`src/rtl/bp_nonsynth_commit_watchdog_if.sv`:
```
`default_nettype none
// ============================================================================
// Module   : bp_nonsynth_commit_watchdog_if
// Brief    : Commit-record and report-record bundle for the commit watchdog.
//            The slave modport is the watchdog's view. The master modport is
//            the view of the core/testbench that feeds commits and consumes
//            reports.
// Revision : 1.0 - initial release
// ============================================================================
interface bp_nonsynth_commit_watchdog_if #(
    parameter int vaddr_width_p = 39,
    parameter int cnt_width_p   = 32
);

    // Retired-instruction record, one per cycle at most
    logic                     commit_v_i;
    logic                     trap_v_i;
    logic [vaddr_width_p-1:0] commit_pc_i;

    // Report record, valid/yumi handshake
    logic                     event_v_o;
    logic [1:0]               event_code_o;
    logic [vaddr_width_p-1:0] event_pc_o;
    logic [cnt_width_p-1:0]   event_cycle_o;
    logic                     event_yumi_i;

    // Watchdog side
    modport slave (
        input  commit_v_i,
        input  trap_v_i,
        input  commit_pc_i,
        input  event_yumi_i,
        output event_v_o,
        output event_code_o,
        output event_pc_o,
        output event_cycle_o
    );

    // Core / testbench side
    modport master (
        output commit_v_i,
        output trap_v_i,
        output commit_pc_i,
        output event_yumi_i,
        input  event_v_o,
        input  event_code_o,
        input  event_pc_o,
        input  event_cycle_o
    );

endinterface
`default_nettype wire

```
`src/rtl/bp_nonsynth_commit_watchdog.sv`:
```
`default_nettype none
// ============================================================================
// Module   : bp_nonsynth_commit_watchdog
// Brief    : Monitor on the retired-instruction stream. Detects forward-
//            progress stalls, same-PC livelock and arrival at a finish PC.
//            Each detection emits one report record and the block halts
//            until reset. Also counts retired non-trap instructions.
//            stall_timeout_p and loop_threshold_p are expected to be >= 2.
// Revision : 1.0 - initial release
// ============================================================================
module bp_nonsynth_commit_watchdog #(
    parameter int vaddr_width_p    = 39,
    parameter int cnt_width_p      = 32,
    parameter int stall_timeout_p  = 65536,
    parameter int loop_threshold_p = 1024
) (
    input  wire logic                     clk_i,
    input  wire logic                     reset_n_i,
    input  wire logic                     en_i,
    input  wire logic                     freeze_i,
    input  wire logic [vaddr_width_p-1:0] finish_pc_i,
    bp_nonsynth_commit_watchdog_if.slave  commit_if,
    output logic [cnt_width_p-1:0]        instr_cnt_o,
    output logic                          halted_o
);

    // ------------------------------------------------------------------------
    // Constants
    // ------------------------------------------------------------------------
    // Stall fires on the stall_timeout_p-th empty cycle, i.e. when the count
    // of previous empty cycles equals stall_timeout_p-1.
    localparam logic [cnt_width_p-1:0] c_stall_last  = cnt_width_p'(stall_timeout_p - 1);
    localparam logic [cnt_width_p-1:0] c_loop_thresh = cnt_width_p'(loop_threshold_p);
    localparam logic [cnt_width_p-1:0] c_cnt_one     = cnt_width_p'(1);
    localparam logic [cnt_width_p-1:0] c_cnt_max     = '1;

    localparam logic [1:0] c_code_none   = 2'd0;
    localparam logic [1:0] c_code_stall  = 2'd1;
    localparam logic [1:0] c_code_loop   = 2'd2;
    localparam logic [1:0] c_code_finish = 2'd3;

    // ------------------------------------------------------------------------
    // State encoding
    // ------------------------------------------------------------------------
    typedef enum logic [1:0] {
        e_idle   = 2'd0,
        e_run    = 2'd1,
        e_report = 2'd2,
        e_halted = 2'd3
    } state_e;

    state_e r_state;
    state_e w_state_nxt;

    // ------------------------------------------------------------------------
    // Registered state
    // ------------------------------------------------------------------------
    logic [cnt_width_p-1:0]   r_stall_cnt;
    logic [cnt_width_p-1:0]   r_loop_cnt;
    logic [cnt_width_p-1:0]   r_cycle_cnt;
    logic [cnt_width_p-1:0]   r_instr_cnt;
    logic [vaddr_width_p-1:0] r_last_pc;
    logic                     r_last_pc_v;

    logic [1:0]               r_ev_code;
    logic [vaddr_width_p-1:0] r_ev_pc;
    logic [cnt_width_p-1:0]   r_ev_cycle;

    // ------------------------------------------------------------------------
    // Combinational datapath
    // ------------------------------------------------------------------------
    logic                     w_active;
    logic                     w_retire;
    logic                     w_trap;
    logic                     w_same_pc;
    logic [cnt_width_p-1:0]   w_cycle_inc;
    logic [cnt_width_p-1:0]   w_stall_inc;
    logic [cnt_width_p-1:0]   w_instr_inc;
    logic [cnt_width_p-1:0]   w_loop_upd;
    logic                     w_finish_hit;
    logic                     w_loop_hit;
    logic                     w_stall_hit;
    logic                     w_detect;
    logic [1:0]               w_ev_code;
    logic [vaddr_width_p-1:0] w_ev_pc;

    // Counters stick at all-ones rather than wrapping to zero
    function automatic logic [cnt_width_p-1:0] sat_inc(input logic [cnt_width_p-1:0] v);
        return (v == c_cnt_max) ? v : v + c_cnt_one;
    endfunction

    // Counting and detection only happen in run, enabled and not frozen
    assign w_active    = (r_state == e_run) & en_i & ~freeze_i;
    assign w_retire    = w_active & commit_if.commit_v_i & ~commit_if.trap_v_i;
    assign w_trap      = w_active & commit_if.commit_v_i &  commit_if.trap_v_i;

    assign w_cycle_inc = sat_inc(r_cycle_cnt);
    assign w_stall_inc = sat_inc(r_stall_cnt);
    assign w_instr_inc = sat_inc(r_instr_cnt);

    // A repeat of the last retired PC extends the run; anything else restarts it
    assign w_same_pc   = r_last_pc_v & (commit_if.commit_pc_i == r_last_pc);
    assign w_loop_upd  = w_same_pc ? sat_inc(r_loop_cnt) : c_cnt_one;

    assign w_finish_hit = w_retire & (finish_pc_i != '0)
                        & (commit_if.commit_pc_i == finish_pc_i);
    assign w_loop_hit   = w_retire & (w_loop_upd == c_loop_thresh);
    assign w_stall_hit  = w_active & ~commit_if.commit_v_i
                        & (r_stall_cnt == c_stall_last);
    assign w_detect     = w_finish_hit | w_loop_hit | w_stall_hit;

    // Report fields, priority finish > loop > stall
    always_comb begin
        w_ev_code = c_code_none;
        w_ev_pc   = '0;
        if (w_finish_hit) begin
            w_ev_code = c_code_finish;
            w_ev_pc   = commit_if.commit_pc_i;
        end else if (w_loop_hit) begin
            w_ev_code = c_code_loop;
            w_ev_pc   = commit_if.commit_pc_i;
        end else if (w_stall_hit) begin
            w_ev_code = c_code_stall;
            w_ev_pc   = r_last_pc_v ? r_last_pc : '0;
        end
    end

    // ------------------------------------------------------------------------
    // FSM
    // ------------------------------------------------------------------------
    // State register
    always_ff @(posedge clk_i) begin
        if (!reset_n_i) begin
            r_state <= e_idle;
        end else begin
            r_state <= w_state_nxt;
        end
    end

    // Next-state selection
    always_comb begin
        w_state_nxt = r_state;
        case (r_state)
            e_idle: begin
                if (en_i & ~freeze_i) begin
                    w_state_nxt = e_run;
                end
            end
            e_run: begin
                if (!en_i) begin
                    w_state_nxt = e_idle;
                end else if (w_detect) begin
                    w_state_nxt = e_report;
                end
            end
            e_report: begin
                if (commit_if.event_yumi_i) begin
                    w_state_nxt = e_halted;
                end
            end
            e_halted: begin
                w_state_nxt = e_halted;
            end
            default: begin
                w_state_nxt = e_idle;
            end
        endcase
    end

    // ------------------------------------------------------------------------
    // Counters and last-PC tracking
    // ------------------------------------------------------------------------
    // Update progress counters on each active run cycle; disabling resets the
    // stall/loop windows but keeps the lifetime counts and last PC
    always_ff @(posedge clk_i) begin
        if (!reset_n_i) begin
            r_stall_cnt <= '0;
            r_loop_cnt  <= '0;
            r_cycle_cnt <= '0;
            r_instr_cnt <= '0;
            r_last_pc   <= '0;
            r_last_pc_v <= 1'b0;
        end else if ((r_state == e_run) && !en_i) begin
            r_stall_cnt <= '0;
            r_loop_cnt  <= '0;
        end else if (w_active) begin
            r_cycle_cnt <= w_cycle_inc;
            r_stall_cnt <= commit_if.commit_v_i ? '0 : w_stall_inc;
            if (w_retire) begin
                r_instr_cnt <= w_instr_inc;
                r_loop_cnt  <= w_loop_upd;
                r_last_pc   <= commit_if.commit_pc_i;
                r_last_pc_v <= 1'b1;
            end else if (w_trap) begin
                // A trap breaks any same-PC run; the next retire starts afresh
                r_loop_cnt  <= '0;
                r_last_pc_v <= 1'b0;
            end
        end
    end

    // ------------------------------------------------------------------------
    // Report capture
    // ------------------------------------------------------------------------
    // Latch the report fields on the detection cycle; they then stay stable
    // through report and halted until reset
    always_ff @(posedge clk_i) begin
        if (!reset_n_i) begin
            r_ev_code  <= c_code_none;
            r_ev_pc    <= '0;
            r_ev_cycle <= '0;
        end else if (w_detect) begin
            r_ev_code  <= w_ev_code;
            r_ev_pc    <= w_ev_pc;
            r_ev_cycle <= w_cycle_inc;
        end
    end

    // ------------------------------------------------------------------------
    // Outputs
    // ------------------------------------------------------------------------
    assign commit_if.event_v_o     = (r_state == e_report);
    assign commit_if.event_code_o  = r_ev_code;
    assign commit_if.event_pc_o    = r_ev_pc;
    assign commit_if.event_cycle_o = r_ev_cycle;
    assign instr_cnt_o             = r_instr_cnt;
    assign halted_o                = (r_state == e_halted);

endmodule
`default_nettype wire

```
`src/flat_wrapper.sv`:
```
// flat-port wrapper written by rule: the top's interface ports become plain ports
module bp_nonsynth_commit_watchdog_flat 
#(
    parameter int vaddr_width_p    = 39,
    parameter int cnt_width_p      = 32,
    parameter int stall_timeout_p  = 65536,
    parameter int loop_threshold_p = 1024
)
  (clk_i, reset_n_i, en_i, freeze_i, finish_pc_i, instr_cnt_o, halted_o, commit_if_commit_v_i, commit_if_trap_v_i, commit_if_commit_pc_i, commit_if_event_yumi_i, commit_if_event_v_o, commit_if_event_code_o, commit_if_event_pc_o, commit_if_event_cycle_o);
  bp_nonsynth_commit_watchdog_if #(.vaddr_width_p(vaddr_width_p), .cnt_width_p(cnt_width_p)) commit_if_i ();
  input  wire logic clk_i;
  input  wire logic reset_n_i;
  input  wire logic en_i;
  input  wire logic freeze_i;
  input  wire logic [vaddr_width_p-1:0] finish_pc_i;
  output logic [cnt_width_p-1:0] instr_cnt_o;
  output logic halted_o;
  input wire logic [$bits(commit_if_i.commit_v_i)-1:0] commit_if_commit_v_i;
  input wire logic [$bits(commit_if_i.trap_v_i)-1:0] commit_if_trap_v_i;
  input wire logic [$bits(commit_if_i.commit_pc_i)-1:0] commit_if_commit_pc_i;
  input wire logic [$bits(commit_if_i.event_yumi_i)-1:0] commit_if_event_yumi_i;
  output wire logic [$bits(commit_if_i.event_v_o)-1:0] commit_if_event_v_o;
  output wire logic [$bits(commit_if_i.event_code_o)-1:0] commit_if_event_code_o;
  output wire logic [$bits(commit_if_i.event_pc_o)-1:0] commit_if_event_pc_o;
  output wire logic [$bits(commit_if_i.event_cycle_o)-1:0] commit_if_event_cycle_o;
  assign commit_if_i.commit_v_i = commit_if_commit_v_i;
  assign commit_if_i.trap_v_i = commit_if_trap_v_i;
  assign commit_if_i.commit_pc_i = commit_if_commit_pc_i;
  assign commit_if_i.event_yumi_i = commit_if_event_yumi_i;
  assign commit_if_event_v_o = commit_if_i.event_v_o;
  assign commit_if_event_code_o = commit_if_i.event_code_o;
  assign commit_if_event_pc_o = commit_if_i.event_pc_o;
  assign commit_if_event_cycle_o = commit_if_i.event_cycle_o;
  bp_nonsynth_commit_watchdog #(.vaddr_width_p(vaddr_width_p), .cnt_width_p(cnt_width_p), .stall_timeout_p(stall_timeout_p), .loop_threshold_p(loop_threshold_p)) u_core (.clk_i(clk_i), .reset_n_i(reset_n_i), .en_i(en_i), .freeze_i(freeze_i), .finish_pc_i(finish_pc_i), .commit_if(commit_if_i), .instr_cnt_o(instr_cnt_o), .halted_o(halted_o));
endmodule
```
`config.mk`:
```
export PLATFORM = sky130hd
export DESIGN_NAME = bp_nonsynth_commit_watchdog_flat
export DESIGN_NICKNAME = d
export VERILOG_FILES = /design/src/rtl/bp_nonsynth_commit_watchdog_if.sv /design/src/rtl/bp_nonsynth_commit_watchdog.sv /design/src/flat_wrapper.sv
export SDC_FILE = /design/constraint.sdc
export NUM_CORES = 1
export LEC_CHECK = 0
export ABC_AREA = 1
export BUFFER_PORTS_ARGS = -buffer_cell sky130_fd_sc_hd__buf_2
export CORE_AREA = 2 2 170 172
export DETAILED_ROUTE_END_ITERATION = 8
export DIE_AREA = 0 0 172 174
export GPL_ROUTABILITY_DRIVEN = 0
export GPL_TIMING_DRIVEN = 1
export PLACE_DENSITY = 0.74
export SLEW_MARGIN = 5
export SYNTH_ARGS = -nofsm -noshare
export SYNTH_HDL_FRONTEND = slang
export SYNTH_SLANG_ARGS = --single-unit
```
`constraint.sdc`:
```
create_clock -name clk_i -period 2.7 [get_ports clk_i]
set_input_delay 0.405 -clock clk_i [delete_from_list [all_inputs] [get_ports clk_i]]
set_output_delay 0.405 -clock clk_i [all_outputs]
set_load 0.01 [all_outputs]
```
==> results of run 1 <==
## timing repair
item,in CTS,in global routing
cloned,4,19
endpoints found under the hold margin,0,0
pin swaps,18,53
endpoints found under the setup margin,75,80
gates resized for setup,35,143
setup buffers,9,9
## sequential cells by signal, indices dropped and copies added, names as in the netlist
name and cells:
u_core.commit_if.event_code_o 2, u_core.commit_if.event_pc_o 39, u_core.r_state 2, u_core.commit_if.event_cycle_o 32, u_core.r_cycle_cnt 32, u_core.r_last_pc 39, u_core.r_loop_cnt 32, u_core.r_stall_cnt 32
u_core.r_last_pc_v 1, u_core.instr_cnt_o 32
## placed cells by master, fill, tap and decap left out, types with 45 or more instances in the layout
cell	Yosys	final
buf_2	7	190
a21oi_1	105	104
nand4_1	95	95
nor2_1	282	261
nand2_1	527	472
o21ai_0	122	115
dfxtp_1	243	232
inv_1	296	291
nor3_1	58	58
nand3_1	124	102
buf_4	12	153
xor2_1	45	45
## report_power, final
part / internal [mW] / total [mW] / switching [mW] / leakage, nW
clock network: 2.30 / 3.90 / 1.60 / 0.458
logic: 0.198 / 0.495 / 0.296 / 6.01
registers: 3.60 / 3.62 / 0.0196 / 1.96
total: 6.10 / 8.02 / 1.92 / 8.43
## per-stage QoR
stage                     power (mW)  hold WS [ns]
after floorplan                3.935        0.4434
after global placement         4.166        0.4550
after detailed placement       4.176        0.4667
after CTS                      8.066        0.1118
after global routing           8.257        0.1300
final                          8.021        0.1299
## worst paths after layout
kind | depth (start not counted) | to | from | slack, ns
max | 22 | u_core.commit_if.event_pc_o[32]$_SDFFE_PN0P_ | u_core.r_loop_cnt[9]$_SDFFE_PP0P_ | -0.25
min | 3 | u_core.r_last_pc[35]$_SDFFE_PN0P_ | commit_if_commit_pc_i[35] | 0.13
max reg2reg | 22 | u_core.commit_if.event_pc_o[32]$_SDFFE_PN0P_ | u_core.r_loop_cnt[9]$_SDFFE_PP0P_ | -0.25
min reg2reg | 2 | u_core.r_stall_cnt[4]$_SDFFE_PP0P_ | u_core.r_stall_cnt[4]$_SDFFE_PP0P_ | 0.47
## layer usage
layer / vias up / track usage, %
met2: 729 / 47.16
met1: 7261 / 36.80
met5: - / 0
li1: 7693 / -
met3: 135 / 4.349
met4: 2 / 9.769
## final cells by class
type / instances / area, µm²
antenna: 2 / 5.005
clock buffer: 34 / 763.2
clock inverter: 17 / 187.7
fill: 2499 / 9858
inverter: 301 / 1130
multi-input combinational: 1525 / 7898
sequential: 243 / 4881
tap: 384 / 480.5
timing repair buffer: 389 / 3034
## cells by family (layout without fill, tap and decap cells)
group	after synthesis	in the layout	share of synthesized area, %
AND/OR/NAND/NOR	1147	1147	35.98
buffers and inverters	391	741	11.32
AO/OA/AOI/OAI	287	287	11.70
flip-flops	243	243	35.14
XOR/XNOR	87	87	5.504
adder cells (fa/ha/maj)	4	4	0.3615
other	0	2	0
## worst max-delay path, cell delays in order (launching register included)
cell and delay, ns:
dfxtp_1 0.41, nand2_1 0.13, nor2_2 0.16, nand2_2 0.12
nor2_4 0.15, nand3_4 0.10, buf_6 0.17, clkbuf_16 0.15
nand2_1 0.05, nand2_1 0.06, nand4_1 0.13, nand2_1 0.09
nor2_1 0.14, nand2_1 0.08, nor2_1 0.11, nand2_2 0.12
buf_6 0.16, nand2_8 0.15, clkbuf_16 0.19, nand2_4 0.05
nand2_2 0.06, nor2_1 0.04, nor2_1 0.09
==> flow_summary.json, run 1 <==
{
  "rows": 62,
  "clock-root-buffer": "clkbuf_16",
  "violations": "negative setup slack",
  "hold_buffers": 0,
  "final_hold_viol_count": 0,
  "drc": 0,
  "synth_top_area_share_pct": 35.14,
  "fp.dieW_um": 172,
  "cp.arrival_ns": 3.45,
  "static-leakage-power_nw": 8.434,
  "antenna_found_initial": 3,
  "tightest_slew_ns": 0.6611,
  "cts.sinks": 243,
  "outcome": "finished with violations",
  "dr_total_vias": 15820,
  "start_util_pct": 49.03,
  "slew_headroom_pct": 55.92,
  "place_ws_ns": -0.3265,
  "portBuffers": 191,
  "cts_tree": "done",
  "postLayoutCellArea_um2": 18380,
  "yosys.cell_count.top_type": "nand2_1",
  "grt.total_usage_pct": 28.17,
  "period_share_pct": 109.4,
  "critPathMaxFanout": 8,
  "end_kind": "flop",
  "dp_hpwl_um": 30850,
  "syn_inst": 2159,
  "fin_worst_skew_ns": 0.03123,
  "first_pass_iters": 6,
  "ys_ff_latch": 243,
  "fin_util_pct": 65.09,
  "met1_length_um": 19120,
  "dr_wl_met3_um": 3730,
  "cts_buffer_depth": 3,
  "drtIter0Drc": 1548,
  "setup_tns_ns": -14.67,
  "top_layer_used": "met5",
  "via_per_inst": 5.465,
  "wl_met2_um": 21900,
  "slew_violations": 0,
  "num_io_pins": 192,
  "yosys_most_used_dff": "dfxtp_1",
  "dpl.cell_count": 2804,
  "synth.distinct_cells": 44,
  "synth_edf_count": 0,
  "hp-class": "primary input to flop",
  "rsz0062_at_grt": "yes",
  "syn_nets": 2248,
  "grt.overflow.total": 0,
  "cts_buffers": 28,
  "drt-wirelength-per-cell_um": 16.06,
  "nNetsFinal": 2577,
  "max_freq_ghz": 0.3386,
  "ant_nets": 0,
  "async_reset_ff_share_pct": 0,
  "clock_latency_ns": 0.56,
  "period_minus_slack_ns": 2.953,
  "drv_cap": 0,
  "setup_ws_ns": -0.2534,
  "cts.reportedPaths.clkPinSlew_ns": 0.06,
  "synthesis.area_um2": 13840,
  "core_area_um2": 28240,
  "grt_pass1_vias": 14530,
  "power.density_nw_per_um2": 436.4,
  "grt_max_degree": 120,
  "dieArea_um2": 29930,
  "ys_warn_count": 0,
  "yosysTopAreaCell": "dfxtp_1",
  "crit_required_ns": 3.20,
  "grt_first_pass_wirelength_um": 69940,
  "placed_area_um2": 16180,
  "htreeDepth": 1,
  "ys_top_cells_by_count": "nand2_1 (527), inv_1 (296), nor2_1 (282)",
  "final_cells": 2895,
  "synthTopCellsByArea": "dfxtp_1 (35%), nand2_1 (14%), inv_1 (8.0%)",
  "ys_seq_area_share_pct": 35.14,
  "cp-start-kind": "flop",
  "max-vdd-ir-drop_mv": 0.4841,
  "drive_gt1_share_pct": 22.92,
  "path_class": "flop to flop",
  "setup_violations": 75,
  "area_delta_synth_final_pct": 32.76,
  "die_height_um": 174,
  "wl_um": 46500,
  "postSynthAreaPerCell_um2": 6.412
}
(Power assumes the default switching activity.)
==> run 2, diff against run 1 <==
Settings changed: PLACE_DENSITY 0.74 to 0.71.
Clock period 2.7 ns to 3.5 ns, I/O delays scaled along.
==> flow_summary.json, run 2 (synthesis gave the netlist of run 1 again) <==
{
  "outcome": "finished, final reports clean",
  "portBuffers": 191,
  "rrSetupSlack_ns": 0.35,
  "grt.total_usage_pct": 26.55,
  "first_pass_iters": 6,
  "final_hold_viol_count": 0,
  "nNetsFinal": 2407,
  "whs_path_depth": 3,
  "cp.arrival_ns": 3.58,
  "final_cell_mix": "nand2_1 (526), inv_1 (296), nor2_1 (280)",
  "dr_total_vias": 14670,
  "dieArea_um2": 29930,
  "die_height_um": 174,
  "reg2regPathDepth": 20,
  "drv_cap": 0,
  "dp_hpwl_um": 29550,
  "slowest_delay_ns": 0.40,
  "start_util_pct": 49.03,
  "htreeDepth": 1,
  "static-leakage-power_nw": 7.139,
  "area_delta_synth_final_pct": 16.31,
  "clock_latency_ns": 0.55,
  "placed_area_um2": 15130,
  "critPathMaxFanout": 27,
  "final_common_cell": "nand2_1",
  "place_ws_ns": 0.1553,
  "slew_violations": 0,
  "end_kind": "flop",
  "num_io_pins": 192,
  "max_freq_ghz": 0.3178,
  "cp-start-kind": "flop",
  "hp-class": "primary input to flop",
  "via_per_inst": 5.389,
  "cts.sinks": 243,
  "p_total_mw": 6.154,
  "postLayoutCellArea_um2": 16100,
  "clock-root-buffer": "clkbuf_16",
  "fillers": 2853,
  "fp.dieW_um": 172,
  "core_area_um2": 28240,
  "cts_buffers": 28,
  "grt_pass1_vias": 13280,
  "whs_endpoint": "u_core.r_last_pc[0]$_SDFFE_PN0P_",
  "tightest_slew_ns": 0.9477,
  "max-vdd-ir-drop_mv": 0.3229,
  "period_minus_slack_ns": 3.147,
  "drive_gt1_share_pct": 12.19,
  "period_share_pct": 89.90,
  "worstPathCellList": "ha_1 > nand2_1 > nor2_4 > nand2_4 > nor2_4 > nand3_4 > buf_4 > nand2_1 > nand2_1 > nand4_1 > nand2_1 > nor2_1 > nand2_1 > nor2_1 > nand2_2 > nand3_4 > buf_4 > nand2_1 > nor2_1 > nor2_1",
  "drtIter0Drc": 1449,
  "ant_nets": 0,
  "slew_headroom_pct": 36.43,
  "wl_um": 40600,
  "rows": 62,
  "path_class": "flop to flop",
  "worstHoldStart": "commit_if_commit_pc_i[0]",
  "setup_tns_ns": 0,
  "cp_slowest_cell": "dfxtp_1",
  "fin_util_pct": 57.02,
  "rsz0062_at_grt": "no",
  "cts.reportedPaths.clkPinSlew_ns": 0.06,
  "setup_violations": 0,
  "power.density_nw_per_um2": 382.2,
  "num_antenna_cells": 0,
  "grt_first_pass_wirelength_um": 66000,
  "drt-wirelength-per-cell_um": 14.92,
  "cts_tree": "done",
  "cp_common_cell": "nand2_1",
  "cts_buffer_depth": 3,
  "antenna_found_initial": 0,
  "grt_max_degree": 148,
  "rr_startpoint": "u_core.r_loop_cnt[0]$_SDFFE_PP0P_",
  "hold_buffers": 0,
  "fin_worst_skew_ns": 0.01400,
  "r2r_end": "u_core.commit_if.event_pc_o[13]$_SDFFE_PN0P_",
  "crit_required_ns": 3.94,
  "drc": 0,
  "grt.overflow.total": 0,
  "setup_ws_ns": 0.3535
}
-- run 2: cell count changes in the layout (fill, tap and decap cells not counted), moves of 9 or more --
| cell | delta |
|---|---|
| clkbuf_16 | -16 |
| dfxtp_2 | -10 |
| nand3_2 | -20 |
| nand2_4 | -20 |
| nor2_1 | +19 |
| nand2_2 | -33 |
| nand3_1 | +21 |
| nor2_2 | -16 |
| nand2_1 | +54 |
| dfxtp_1 | +11 |
| buf_4 | -129 |
| buf_6 | -9 |
| buf_12 | -11 |
-- run 2: layout make-up --
class                           instances  area, µm²  share of cell area, %
Inverter                              301       1130                  7.017
Multi-Input combinational cell       1525       7432                  46.16
Sequential cell                       243       4865                  30.21
Clock inverter                          7      96.34                 0.5983
Tap cell                              384      480.5                  2.984
Clock buffer                           43      867.1                  5.385
Timing Repair Buffer                  219       1231                  7.646
-- run 2: worst max-delay path by stage --
stage	from	end	slack, ns
6_report	u_core.r_loop_cnt[0]$_SDFFE_PP0P_	u_core.commit_if.event_pc_o[13]$_SDFFE_PN0P_	0.35
5_1_grt	u_core.r_loop_cnt[0]$_SDFFE_PP0P_	u_core.commit_if.event_pc_o[13]$_SDFFE_PN0P_	0.06
4_1_cts	u_core.r_loop_cnt[0]$_SDFFE_PP0P_	u_core.commit_if.event_pc_o[13]$_SDFFE_PN0P_	0.24
3_5_place_dp	commit_if_commit_pc_i[6]	u_core.commit_if.event_pc_o[13]$_SDFFE_PN0P_	0.16
3_3_place_gp	commit_if_commit_pc_i[6]	u_core.commit_if.event_pc_o[13]$_SDFFE_PN0P_	0.14
2_1_floorplan	u_core.r_loop_cnt[0]$_SDFFE_PP0P_	u_core.commit_if.event_pc_o[15]$_SDFFE_PN0P_	0.94
-- run 2: timing repair --
action                     4_1_cts  5_1_grt
setup endpoints to repair        0        5
gates resized for setup          0        1
setup buffers                    0        1
-- run 2: through the flow --
stage	std cells	hold slack, ns
3_5_place_dp	2671	0.4692
6_report	2722	0.2686
2_1_floorplan	2159	0.4434
5_1_grt	2722	0.2827
4_1_cts	2721	0.2529
3_3_place_gp	2671	0.4554
-- run 2: metal layers --
metal	vias to the layer above	global-route usage (%)	part of all wire [%]
met1	6746	38.78	47
met3	76	3.620	7.1
li1	7331	-	-
met4	0	7.003	2.5
met5	-	0	0
met2	515	41.06	43
-- run 2: power by group --
part	switching [mW]	total [mW]	leakage (nW)	internal, mW
registers	0.0151	2.80	1.96	2.78
clock network	1.19	3.03	0.480	1.84
logic	0.214	0.333	4.70	0.119
-- run 2: worst max-delay path, delay by kind of cell, from the launching register on --
kind | cells | cell delay, ns
and+or+nand+nor | 17 | 1.95
adders and majority gates | 1 | 0.21
buffers and inverters | 2 | 0.45
DFF | 1 | 0.40
==> run 3, diff against run 2 <==
Settings changed: PLACE_DENSITY 0.71 to unset, PLACE_DENSITY_LB_ADDON set to 0.25.
==> flow_summary.json, run 3 (synthesis gave the netlist of run 1 again) <==
{
  "outcome": "finished, final reports clean",
  "hp-class": "primary input to flop",
  "final_cells": 2727,
  "period_share_pct": 91.41,
  "wl_um": 41120,
  "htreeDepth": 1,
  "setup_violations": 0,
  "drtIter0Drc": 1392,
  "power.density_nw_per_um2": 378.2,
  "final_common_cell": "nand2_1",
  "cts_tree": "done",
  "dpl.cell_count": 2672,
  "final_cell_mix": "nand2_1 (527), inv_1 (296), nor2_1 (280)",
  "cts.reportedPaths.clkPinSlew_ns": 0.06,
  "cts.sinks": 243,
  "period_minus_slack_ns": 3.199,
  "num_io_pins": 192,
  "critPathMaxFanout": 6,
  "tightest_slew_ns": 0.9114,
  "core_area_um2": 28240,
  "nNetsFinal": 2412,
  "clock_latency_ns": 0.54,
  "fin_util_pct": 57.15,
  "place_ws_ns": 0.2170,
  "setup_ws_ns": 0.3008,
  "dr_total_vias": 14590,
  "grt_max_degree": 94,
  "dieArea_um2": 29930,
  "grt_first_pass_wirelength_um": 66510,
  "path_class": "flop to flop",
  "cp-start-kind": "flop",
  "max-vdd-ir-drop_mv": 0.2969,
  "dp_hpwl_um": 29310,
  "clock-root-buffer": "clkbuf_16",
  "cts_buffers": 29,
  "fp.dieW_um": 172,
  "die_height_um": 174,
  "cts_buffer_depth": 3,
  "hold_buffers": 0,
  "area_delta_synth_final_pct": 16.57,
  "drv_cap": 0,
  "max_freq_ghz": 0.3126,
  "portBuffers": 191,
  "drt-wirelength-per-cell_um": 15.08,
  "grt.total_usage_pct": 26.72,
  "start_util_pct": 49.03,
  "cp.arrival_ns": 3.62,
  "grt.overflow.total": 0,
  "crit_required_ns": 3.92,
  "fin_worst_skew_ns": 0.01058,
  "rsz0062_at_grt": "no",
  "first_pass_iters": 5,
  "end_kind": "flop",
  "drc": 0,
  "static-leakage-power_nw": 7.163,
  "final_hold_viol_count": 0,
  "grt_pass1_vias": 13250,
  "antenna_found_initial": 1,
  "slew_headroom_pct": 38.86,
  "ant_nets": 0,
  "num_antenna_cells": 0,
  "rows": 62,
  "via_per_inst": 5.350,
  "slew_violations": 0,
  "setup_tns_ns": 0,
  "drive_gt1_share_pct": 12.33
}
-- run 3: worst max-delay path, cell delays in order, from the launching register on --
cell	delay, ns
dfxtp_1	0.40
ha_1	0.22
nand2_1	0.10
nor2_4	0.14
buf_4	0.17
nand3_1	0.15
nor3_1	0.36
nand3_1	0.12
nand4_1	0.14
nand2_1	0.06
nor2_1	0.08
nand2_1	0.10
nor2_1	0.11
nand2_1	0.18
nand3_4	0.24
buf_4	0.18
nand2_1	0.05
nor2_1	0.22
nor2_1	0.06
-- run 3: through the flow --
step	cell area [µm²]	power (mW)	hold WS, ns
floorplan	13840	3.035	0.4434
global placement	15140	3.176	0.4548
detailed placement	15140	3.182	0.4649
CTS	16080	6.153	0.2696
global route	16140	6.316	0.2980
finish	16140	6.103	0.2851
-- run 3: power by group --
part / switching (mW) / leakage, nW / total, mW / internal (mW)
combinational: 0.211 / 4.73 / 0.330 / 0.118
clock: 1.17 / 0.476 / 2.98 / 1.80
sequential: 0.0151 / 1.96 / 2.80 / 2.78
-- run 3: path summary, 6_finish.rpt --
path | slack (ns) | cells after the start | to | start
setup / recovery | 0.30 | 18 | u_core.commit_if.event_pc_o[15]$_SDFFE_PN0P_ | u_core.r_loop_cnt[0]$_SDFFE_PP0P_
hold / removal | 0.29 | 3 | u_core.r_last_pc[0]$_SDFFE_PN0P_ | commit_if_commit_pc_i[0]
setup reg to reg | 0.30 | 18 | u_core.commit_if.event_pc_o[15]$_SDFFE_PN0P_ | u_core.r_loop_cnt[0]$_SDFFE_PP0P_
hold reg to reg | 0.48 | 2 | u_core.commit_if.event_cycle_o[8]$_SDFFE_PN0P_ | u_core.commit_if.event_cycle_o[8]$_SDFFE_PN0P_
-- run 3: repair_timing --
action / CTS / global route
setup endpoints to repair: 0 / 44
gates resized for setup: 0 / 1
setup buffers: 0 / 3
-- run 3: cell type report --
cell class,count,area [µm²]
fillers,2824,12100
multi-input cells,1525,7430
flip-flops and latches,243,4865
repair buffers,223,1286
inverters,301,1130
clock buffers,40,837.1
well taps,384,480.5
clock inverters,11,108.9
-- run 3: per-layer routing --
metal  global-route usage, %  share of wire (%)  wire, µm
met3                   4.281                7.6      3131
met2                   41.77                 44     18110
met4                   6.548                2.3       949
met5                       0              0.032        13
met1                   38.41                 46     18920
